--- config.mk ---
export PLATFORM = sky130hd
export DESIGN_NAME = vram_arbiter_flat
export DESIGN_NICKNAME = d
export VERILOG_FILES = /design/src/rtl/vram_arbiter_if.sv /design/src/rtl/vram_arbiter.sv /design/src/flat_wrapper.sv
export SDC_FILE = /design/constraint.sdc
export NUM_CORES = 1
export LEC_CHECK = 0
export CAP_MARGIN = 20
export CORE_UTILIZATION = 40
export CTS_BUF_LIST = sky130_fd_sc_hd__clkbuf_8
export CTS_CLUSTER_DIAMETER = 50
export DETAILED_ROUTE_END_ITERATION = 16
export PLACE_DENSITY = 0.74
export SYNTH_ARGS = -nofsm -noshare
export SYNTH_HDL_FRONTEND = slang
export SYNTH_SLANG_ARGS = --single-unit
--- constraint.sdc ---
create_clock -name normalCLK -period 2.5 [get_ports normalCLK]
set_clock_uncertainty 0.05 [all_clocks]
set_input_delay 0.5 -clock normalCLK [delete_from_list [all_inputs] [get_ports normalCLK]]
set_output_delay 0.5 -clock normalCLK [all_outputs]
set_load 0.02 [all_outputs]
--- src/rtl/vram_arbiter_if.sv ---
// Frame-buffer arbiter bus: scan position, two writer ports, RAM port and pixel output.
// The arbiter takes the slave view; the counter/writer/RAM environment takes the master view.
interface vram_arbiter_if;
    logic [9:0]  HControl;
    logic [9:0]  VControl;
    logic        wr_req_a;
    logic [14:0] wr_addr_a;
    logic [7:0]  wr_data_a;
    logic        wr_ack_a;
    logic        wr_req_b;
    logic [14:0] wr_addr_b;
    logic [7:0]  wr_data_b;
    logic        wr_ack_b;
    logic [14:0] mem_addr;
    logic        mem_we;
    logic [7:0]  mem_wdata;
    logic [7:0]  mem_rdata;
    logic [7:0]  pixel_out;

    modport slave (
        input  HControl, VControl,
        input  wr_req_a, wr_addr_a, wr_data_a,
        input  wr_req_b, wr_addr_b, wr_data_b,
        input  mem_rdata,
        output wr_ack_a, wr_ack_b,
        output mem_addr, mem_we, mem_wdata,
        output pixel_out
    );

    modport master (
        output HControl, VControl,
        output wr_req_a, wr_addr_a, wr_data_a,
        output wr_req_b, wr_addr_b, wr_data_b,
        output mem_rdata,
        input  wr_ack_a, wr_ack_b,
        input  mem_addr, mem_we, mem_wdata,
        input  pixel_out
    );
endinterface

--- src/rtl/vram_arbiter.sv ---
// Shares the 160x120 frame-buffer RAM between display scan-out and two round-robin writers.
// Define VRAM_ARB_HBLANK_WR_EN to also open the write window in horizontal blanking.
module vram_arbiter #(
    parameter int H_ACTIVE = 640,
    parameter int V_ACTIVE = 480,
    parameter int H_TOTAL  = 800,
    parameter int V_TOTAL  = 525
) (
    input  logic          normalCLK,
    input  logic          reset,
    vram_arbiter_if.slave bus
);
    localparam logic [9:0]  H_ACT      = 10'(H_ACTIVE);
    localparam logic [9:0]  V_ACT      = 10'(V_ACTIVE);
    localparam logic [9:0]  H_LAST     = 10'(H_TOTAL - 1);
    localparam logic [9:0]  V_LAST     = 10'(V_TOTAL - 1);
    localparam logic [14:0] ADDR_LIMIT = 15'd19200;

    typedef enum logic [0:0] {IDLE = 1'b0, WRITE = 1'b1} state_t;

    state_t      state_r, state_s;
    logic        last_b_r, last_b_s;
    logic [9:0]  h_next_s, v_next_s;
    logic        active_next_s, window_s;
    logic [14:0] rd_addr_s, wr_addr_sel_s;
    logic [7:0]  wr_data_sel_s;
    logic        grant_s, sel_b_s;
    logic [14:0] mem_addr_r, mem_addr_s;
    logic        mem_we_r, mem_we_s;
    logic [7:0]  mem_wdata_r, mem_wdata_s;
    logic        ack_a_r, ack_a_s, ack_b_r, ack_b_s;
    logic        act1_r, act2_r;
    logic [7:0]  pixel_r;

    // Look-ahead position: everything registered this cycle belongs to the next position.
    always_comb begin
        if (bus.HControl == H_LAST) begin
            h_next_s = 10'd0;
            if (bus.VControl == V_LAST) begin
                v_next_s = 10'd0;
            end else begin
                v_next_s = bus.VControl + 10'd1;
            end
        end else begin
            h_next_s = bus.HControl + 10'd1;
            v_next_s = bus.VControl;
        end
    end

    assign active_next_s = (h_next_s < H_ACT) && (v_next_s < V_ACT);
    assign rd_addr_s     = ({7'd0, v_next_s[9:2]} * 15'd160) + {7'd0, h_next_s[9:2]};

`ifdef VRAM_ARB_HBLANK_WR_EN
    assign window_s = !active_next_s;
`else
    assign window_s = !active_next_s && (v_next_s >= V_ACT);
`endif

    assign wr_addr_sel_s = sel_b_s ? bus.wr_addr_b : bus.wr_addr_a;
    assign wr_data_sel_s = sel_b_s ? bus.wr_data_b : bus.wr_data_a;

    // Next state, round-robin choice and next values of the registered RAM port.
    always_comb begin
        state_s     = state_r;
        last_b_s    = last_b_r;
        grant_s     = 1'b0;
        sel_b_s     = 1'b0;
        mem_addr_s  = mem_addr_r;
        mem_we_s    = 1'b0;
        mem_wdata_s = mem_wdata_r;
        ack_a_s     = 1'b0;
        ack_b_s     = 1'b0;
        case (state_r)
            IDLE: begin
                if (window_s && (bus.wr_req_a || bus.wr_req_b)) begin
                    grant_s = 1'b1;
                    state_s = WRITE;
                    if (bus.wr_req_a && bus.wr_req_b) begin
                        sel_b_s = !last_b_r;
                    end else begin
                        sel_b_s = bus.wr_req_b;
                    end
                end else begin
                    state_s = IDLE;
                end
            end
            WRITE:   state_s = IDLE;
            default: state_s = IDLE;
        endcase
        // A grant can only happen in an inactive slot, so it never competes with a read.
        if (grant_s) begin
            last_b_s    = sel_b_s;
            mem_addr_s  = wr_addr_sel_s;
            mem_wdata_s = wr_data_sel_s;
            mem_we_s    = (wr_addr_sel_s < ADDR_LIMIT);
            ack_a_s     = !sel_b_s;
            ack_b_s     = sel_b_s;
        end else if (active_next_s) begin
            mem_addr_s = rd_addr_s;
        end else begin
            mem_addr_s = mem_addr_r;
        end
    end

    // State, pointer and RAM-port registers; reset abandons any write in flight.
    always_ff @(posedge normalCLK or posedge reset) begin
        if (reset) begin
            state_r     <= IDLE;
            last_b_r    <= 1'b1;
            mem_addr_r  <= 15'd0;
            mem_we_r    <= 1'b0;
            mem_wdata_r <= 8'd0;
            ack_a_r     <= 1'b0;
            ack_b_r     <= 1'b0;
        end else begin
            state_r     <= state_s;
            last_b_r    <= last_b_s;
            mem_addr_r  <= mem_addr_s;
            mem_we_r    <= mem_we_s;
            mem_wdata_r <= mem_wdata_s;
            ack_a_r     <= ack_a_s;
            ack_b_r     <= ack_b_s;
        end
    end

    // Two-stage active flag follows each read through the RAM latency to the pixel register.
    always_ff @(posedge normalCLK or posedge reset) begin
        if (reset) begin
            act1_r  <= 1'b0;
            act2_r  <= 1'b0;
            pixel_r <= 8'd0;
        end else begin
            act1_r  <= active_next_s;
            act2_r  <= act1_r;
            pixel_r <= act2_r ? bus.mem_rdata : 8'd0;
        end
    end

    assign bus.mem_addr  = mem_addr_r;
    assign bus.mem_we    = mem_we_r;
    assign bus.mem_wdata = mem_wdata_r;
    assign bus.wr_ack_a  = ack_a_r;
    assign bus.wr_ack_b  = ack_b_r;
    assign bus.pixel_out = pixel_r;
endmodule
--- src/flat_wrapper.sv ---
// flat-port wrapper written by rule: the top's interface ports become plain ports
module vram_arbiter_flat 
#(
    parameter int H_ACTIVE = 640,
    parameter int V_ACTIVE = 480,
    parameter int H_TOTAL  = 800,
    parameter int V_TOTAL  = 525
)
  (normalCLK, reset, bus_HControl, bus_VControl, bus_wr_req_a, bus_wr_addr_a, bus_wr_data_a, bus_wr_req_b, bus_wr_addr_b, bus_wr_data_b, bus_mem_rdata, bus_wr_ack_a, bus_wr_ack_b, bus_mem_addr, bus_mem_we, bus_mem_wdata, bus_pixel_out);
  vram_arbiter_if bus_i ();
  input  logic normalCLK;
  input  logic reset;
  input wire logic [$bits(bus_i.HControl)-1:0] bus_HControl;
  input wire logic [$bits(bus_i.VControl)-1:0] bus_VControl;
  input wire logic [$bits(bus_i.wr_req_a)-1:0] bus_wr_req_a;
  input wire logic [$bits(bus_i.wr_addr_a)-1:0] bus_wr_addr_a;
  input wire logic [$bits(bus_i.wr_data_a)-1:0] bus_wr_data_a;
  input wire logic [$bits(bus_i.wr_req_b)-1:0] bus_wr_req_b;
  input wire logic [$bits(bus_i.wr_addr_b)-1:0] bus_wr_addr_b;
  input wire logic [$bits(bus_i.wr_data_b)-1:0] bus_wr_data_b;
  input wire logic [$bits(bus_i.mem_rdata)-1:0] bus_mem_rdata;
  output wire logic [$bits(bus_i.wr_ack_a)-1:0] bus_wr_ack_a;
  output wire logic [$bits(bus_i.wr_ack_b)-1:0] bus_wr_ack_b;
  output wire logic [$bits(bus_i.mem_addr)-1:0] bus_mem_addr;
  output wire logic [$bits(bus_i.mem_we)-1:0] bus_mem_we;
  output wire logic [$bits(bus_i.mem_wdata)-1:0] bus_mem_wdata;
  output wire logic [$bits(bus_i.pixel_out)-1:0] bus_pixel_out;
  assign bus_i.HControl = bus_HControl;
  assign bus_i.VControl = bus_VControl;
  assign bus_i.wr_req_a = bus_wr_req_a;
  assign bus_i.wr_addr_a = bus_wr_addr_a;
  assign bus_i.wr_data_a = bus_wr_data_a;
  assign bus_i.wr_req_b = bus_wr_req_b;
  assign bus_i.wr_addr_b = bus_wr_addr_b;
  assign bus_i.wr_data_b = bus_wr_data_b;
  assign bus_i.mem_rdata = bus_mem_rdata;
  assign bus_wr_ack_a = bus_i.wr_ack_a;
  assign bus_wr_ack_b = bus_i.wr_ack_b;
  assign bus_mem_addr = bus_i.mem_addr;
  assign bus_mem_we = bus_i.mem_we;
  assign bus_mem_wdata = bus_i.mem_wdata;
  assign bus_pixel_out = bus_i.pixel_out;
  vram_arbiter #(.H_ACTIVE(H_ACTIVE), .V_ACTIVE(V_ACTIVE), .H_TOTAL(H_TOTAL), .V_TOTAL(V_TOTAL)) u_core (.normalCLK(normalCLK), .reset(reset), .bus(bus_i));
endmodule
==> results_dict.tcl <==
set metrics [dict create \
    setup_ws_ps -1100 \
    antennaDiodeCount 0 \
    netlist-cell-type-count 58 \
    ys_warn_count 0 \
    viasPerCell 5.43 \
    setup_violations 24 \
    holdCritStartpoint "u_core.act1_r" \
    max_slew_margin_pct 66.9 \
    gr-max-usage-layer "met2" \
    final-seq-area_um2 952 \
    ys_ff_latch 38 \
    r2r_end "u_core.bus.mem_addr[12]" \
    drcViolationCount 0 \
    critPathMaxFanout 7 \
    power_density_nw_per_um2 495 \
    die_h_um 86.8 \
    final_util_pct 81.5 \
    internal_power_mw 1.86 \
    synth_edf_count 0 \
    seq_area_frac_synth_pct 33.1 \
    antenna_found_initial 0 \
    cts_hold_buf 0 \
    clock_latency_ps 290 \
    grt_pass1_wl_um 16500 \
    power.leakage_nw 2.44 \
    power_mw 2.77 \
    required_ps 2630 \
    status "finished, violations left" \
    p_comb_share_pct 47.9 \
    core_area_um2 6870 \
    fillCellCount 405 \
    timing.final.crit_share_pct 144 \
    r2r_start "u_core.last_b_r" \
    seqPwrFrac_pct 28.6 \
    wirelength_um 11600 \
    use_met2_pct 55.4 \
    cp-end-kind "register" \
    rrSetupSlack_ps 780 \
    use_met3_pct 4.57 \
    firstDrtPassIters 7 \
    cts_sinks 38 \
    async_flop_share_pct 100 \
    wl_per_cell_um 18.5 \
    swShare_pct 32.9 \
    r2r_cells 6 \
    gp_congestion 0.853 \
    cts_tree "done" \
    start_util_pct 41.9 \
    fin_setup_tns_ps -7830 \
    peakVddDrop_uv 256 \
    hold_depth 0 \
    grt.total_usage_pct 28.4 \
    crit_arrival_ps 3720 \
    root_buffer "clkbuf_8" \
    synth_area_um2 2880 \
    cts_made_buffers 5 \
    grt_pass1_vias 3423 \
    violations "setup timing" \
    finalMaxSlewViolations 0 \
    cts.htree.levels 2 \
    fin_nets 626 \
    cts_buffer_depth 2 \
    syn_avg_cell_area_um2 8.67 \
    whs_endpoint "u_core.act2_r" \
    dp_hpwl_um 6940 \
    vias 3401 \
    min_period_ps 3600 \
    dr.first_iter.drc_count 167 \
    port_buffers 111 \
    worstSetupStartpointType "input pin" \
    fmax_ghz 0.278 \
    ys_dominant_reg_cell "dfrtp_1" \
    synth_nets 429 \
    syn_inst 332 \
    hp-class "reg -> reg" \
    worst_slew_pin_slew_ps 496 \
    rsz0062_at_grt "true" \
    multi_input_area_um2 2400 \
    area_growth_pct 94.5 \
    rows 30 \
    grt_max_degree 39 \
    drive_gt1_share_pct 38.5 \
    crit_type "in -> reg" \
    p_clk_share_pct 23.4 \
    io_pins 112 \
    fp.dieArea_um2 7540 \
    clk_pin_slew_ps 80 \
    die_w_um 86.8 \
    detail-route-antenna-nets 0 \
    use_met1_pct 30.2 \
    final_hold_viol_count 0 \
    drv_cap 0 \
    overflow 0 \
    switchingPower_mw 0.911 \
]
-- flip-flops by register name, indices dropped and copies added (netlist names) --
register / flops
u_core.last_b_r: 1
u_core.bus.mem_wdata: 8
u_core.bus.mem_addr: 15
u_core.bus.wr_ack_b: 1
u_core.bus.mem_we: 1
u_core.bus.pixel_out: 8
u_core.act2_r: 1
u_core.act1_r: 1
u_core.bus.wr_ack_a: 1
u_core.state_r: 1
-- power by group through the flow --
stage / registers, mW / clock network, mW / logic (mW)
2_1_floorplan: 0.915 / 0 / 0.404
3_3_place_gp: 0.791 / 0 / 1.07
3_5_place_dp: 0.798 / 0 / 1.09
4_1_cts: 0.786 / 0.656 / 1.20
5_1_grt: 0.801 / 0.679 / 1.40
6_report: 0.792 / 0.649 / 1.33
-- worst max-delay path by stage --
stage               startpoint                 endpoint  slack (ps)  cells past startpoint
3_5_place_dp   bus_HControl[0]  u_core.bus.mem_addr[14]       -1760                     15
5_1_grt        bus_HControl[7]  u_core.bus.mem_addr[14]       -1180                     16
2_1_floorplan  bus_HControl[7]  u_core.bus.mem_addr[14]       -1230                     15
6_report       bus_HControl[7]  u_core.bus.mem_addr[14]       -1100                     15
3_3_place_gp   bus_HControl[0]  u_core.bus.mem_addr[14]       -1630                     14
4_1_cts        bus_VControl[1]  u_core.bus.mem_addr[14]       -1060                     17
-- area by class of cell --
type	instances	share of cell area, %
clock inverters	2	1.07
clock buffers	6	1.47
flip-flops and latches	38	17.0
well taps	96	2.15
inverters	15	1.05
multi-input cells	260	42.8
repair buffers	209	34.5
-- logic make-up (layout without fill, tap and decap cells) --
| group | after synthesis | after routing | share of synthesized area (%) |
|---|---|---|---|
| buf+inv | 34 | 232 | 6.08 |
| mux | 16 | 16 | 5.65 |
| simple gates | 137 | 137 | 23.9 |
| fa+ha+maj | 19 | 19 | 8.78 |
| compound gates | 71 | 71 | 17.4 |
| flops | 38 | 38 | 33.1 |
| xor+xnor | 17 | 17 | 5.17 |
-- stage by stage --
step	instance area, um^2	hold slack (ps)	worst slack [ps]	std cells
floorplan	2980	281	-1230	332
global placement	4660	286	-1630	594
detailed placement	4660	285	-1760	594
CTS	5340	302	-1060	621
global route	5600	306	-1180	626
finish	5600	302	-1100	626
-- cells in the mapped netlist (all sizes together), types with 2 or more instances --
master,count,area share [%]
a2111oi,2,0.83
a211oi,2,0.52
a21boi,4,1.0
a21o,6,1.6
a21oi,14,2.4
a221o,3,1.0
a31oi,11,2.4
a32oi,3,0.91
and2,11,2.4
and3,3,0.65
and4,6,1.9
buf,12,3.2
clkbuf,7,0.91
dfrtp,37,32
fa,2,1.4
ha,17,7.4
inv,15,2.0
mux2,2,0.78
mux2i,14,4.9
nand2,58,7.6
nand2b,4,0.87
nand3,9,1.6
nand4,7,1.5
nor2,22,2.9
nor3,4,0.70
nor3b,2,0.52
nor4,3,0.65
o211a,2,0.70
o21a,3,0.78
o21ai,7,1.2
o21bai,3,0.78
o31ai,3,0.78
xnor2,11,3.3
xor2,6,1.8
-- per-layer routing --
metal	vias to the layer above	share of wire [%]	routed length [um]
met2	151	54	6200
met5	-	0	0
met3	28	6.7	779
met1	1653	37	4260
met4	0	2.9	340
li1	1569	-	-
-- critical path, stage by stage --
cell	delay, ps
buf_6	90
and4bb_2	330
nand4b_4	220
nand2b_4	240
o31ai_4	320
buf_6	160
ha_4	130
ha_4	140
inv_2	40
fa_2	480
nor3b_4	260
nand3_2	140
nand3b_1	200
xor2_1	150
a221o_1	300
-- cell usage in the layout, fill, tap and decap left out, types with 6 or more instances in the layout --
cell type / n
buf_6: 30
and2_1: 10
clkbuf_2: 10
dfrtp_1: 37
a21oi_1: 8
buf_4: 68
nand4_1: 7
a21o_1: 6
inv_1: 10
mux2i_1: 14
a31oi_1: 11
clkdlybuf4s50_1: 91
ha_4: 15
clkbuf_8: 6
nand2_1: 56
nor2_1: 19
nand3_1: 7
-- what timing repair did --
action | 4_1_cts | 5_1_grt
buffers inserted | 22 | 12
pin swaps | 51 | 37
cloned | 0 | 1
endpoints found under the setup margin | 28 | 25
gates resized for setup | 127 | 62
Note: power is estimated with default switching activity, not from simulation.
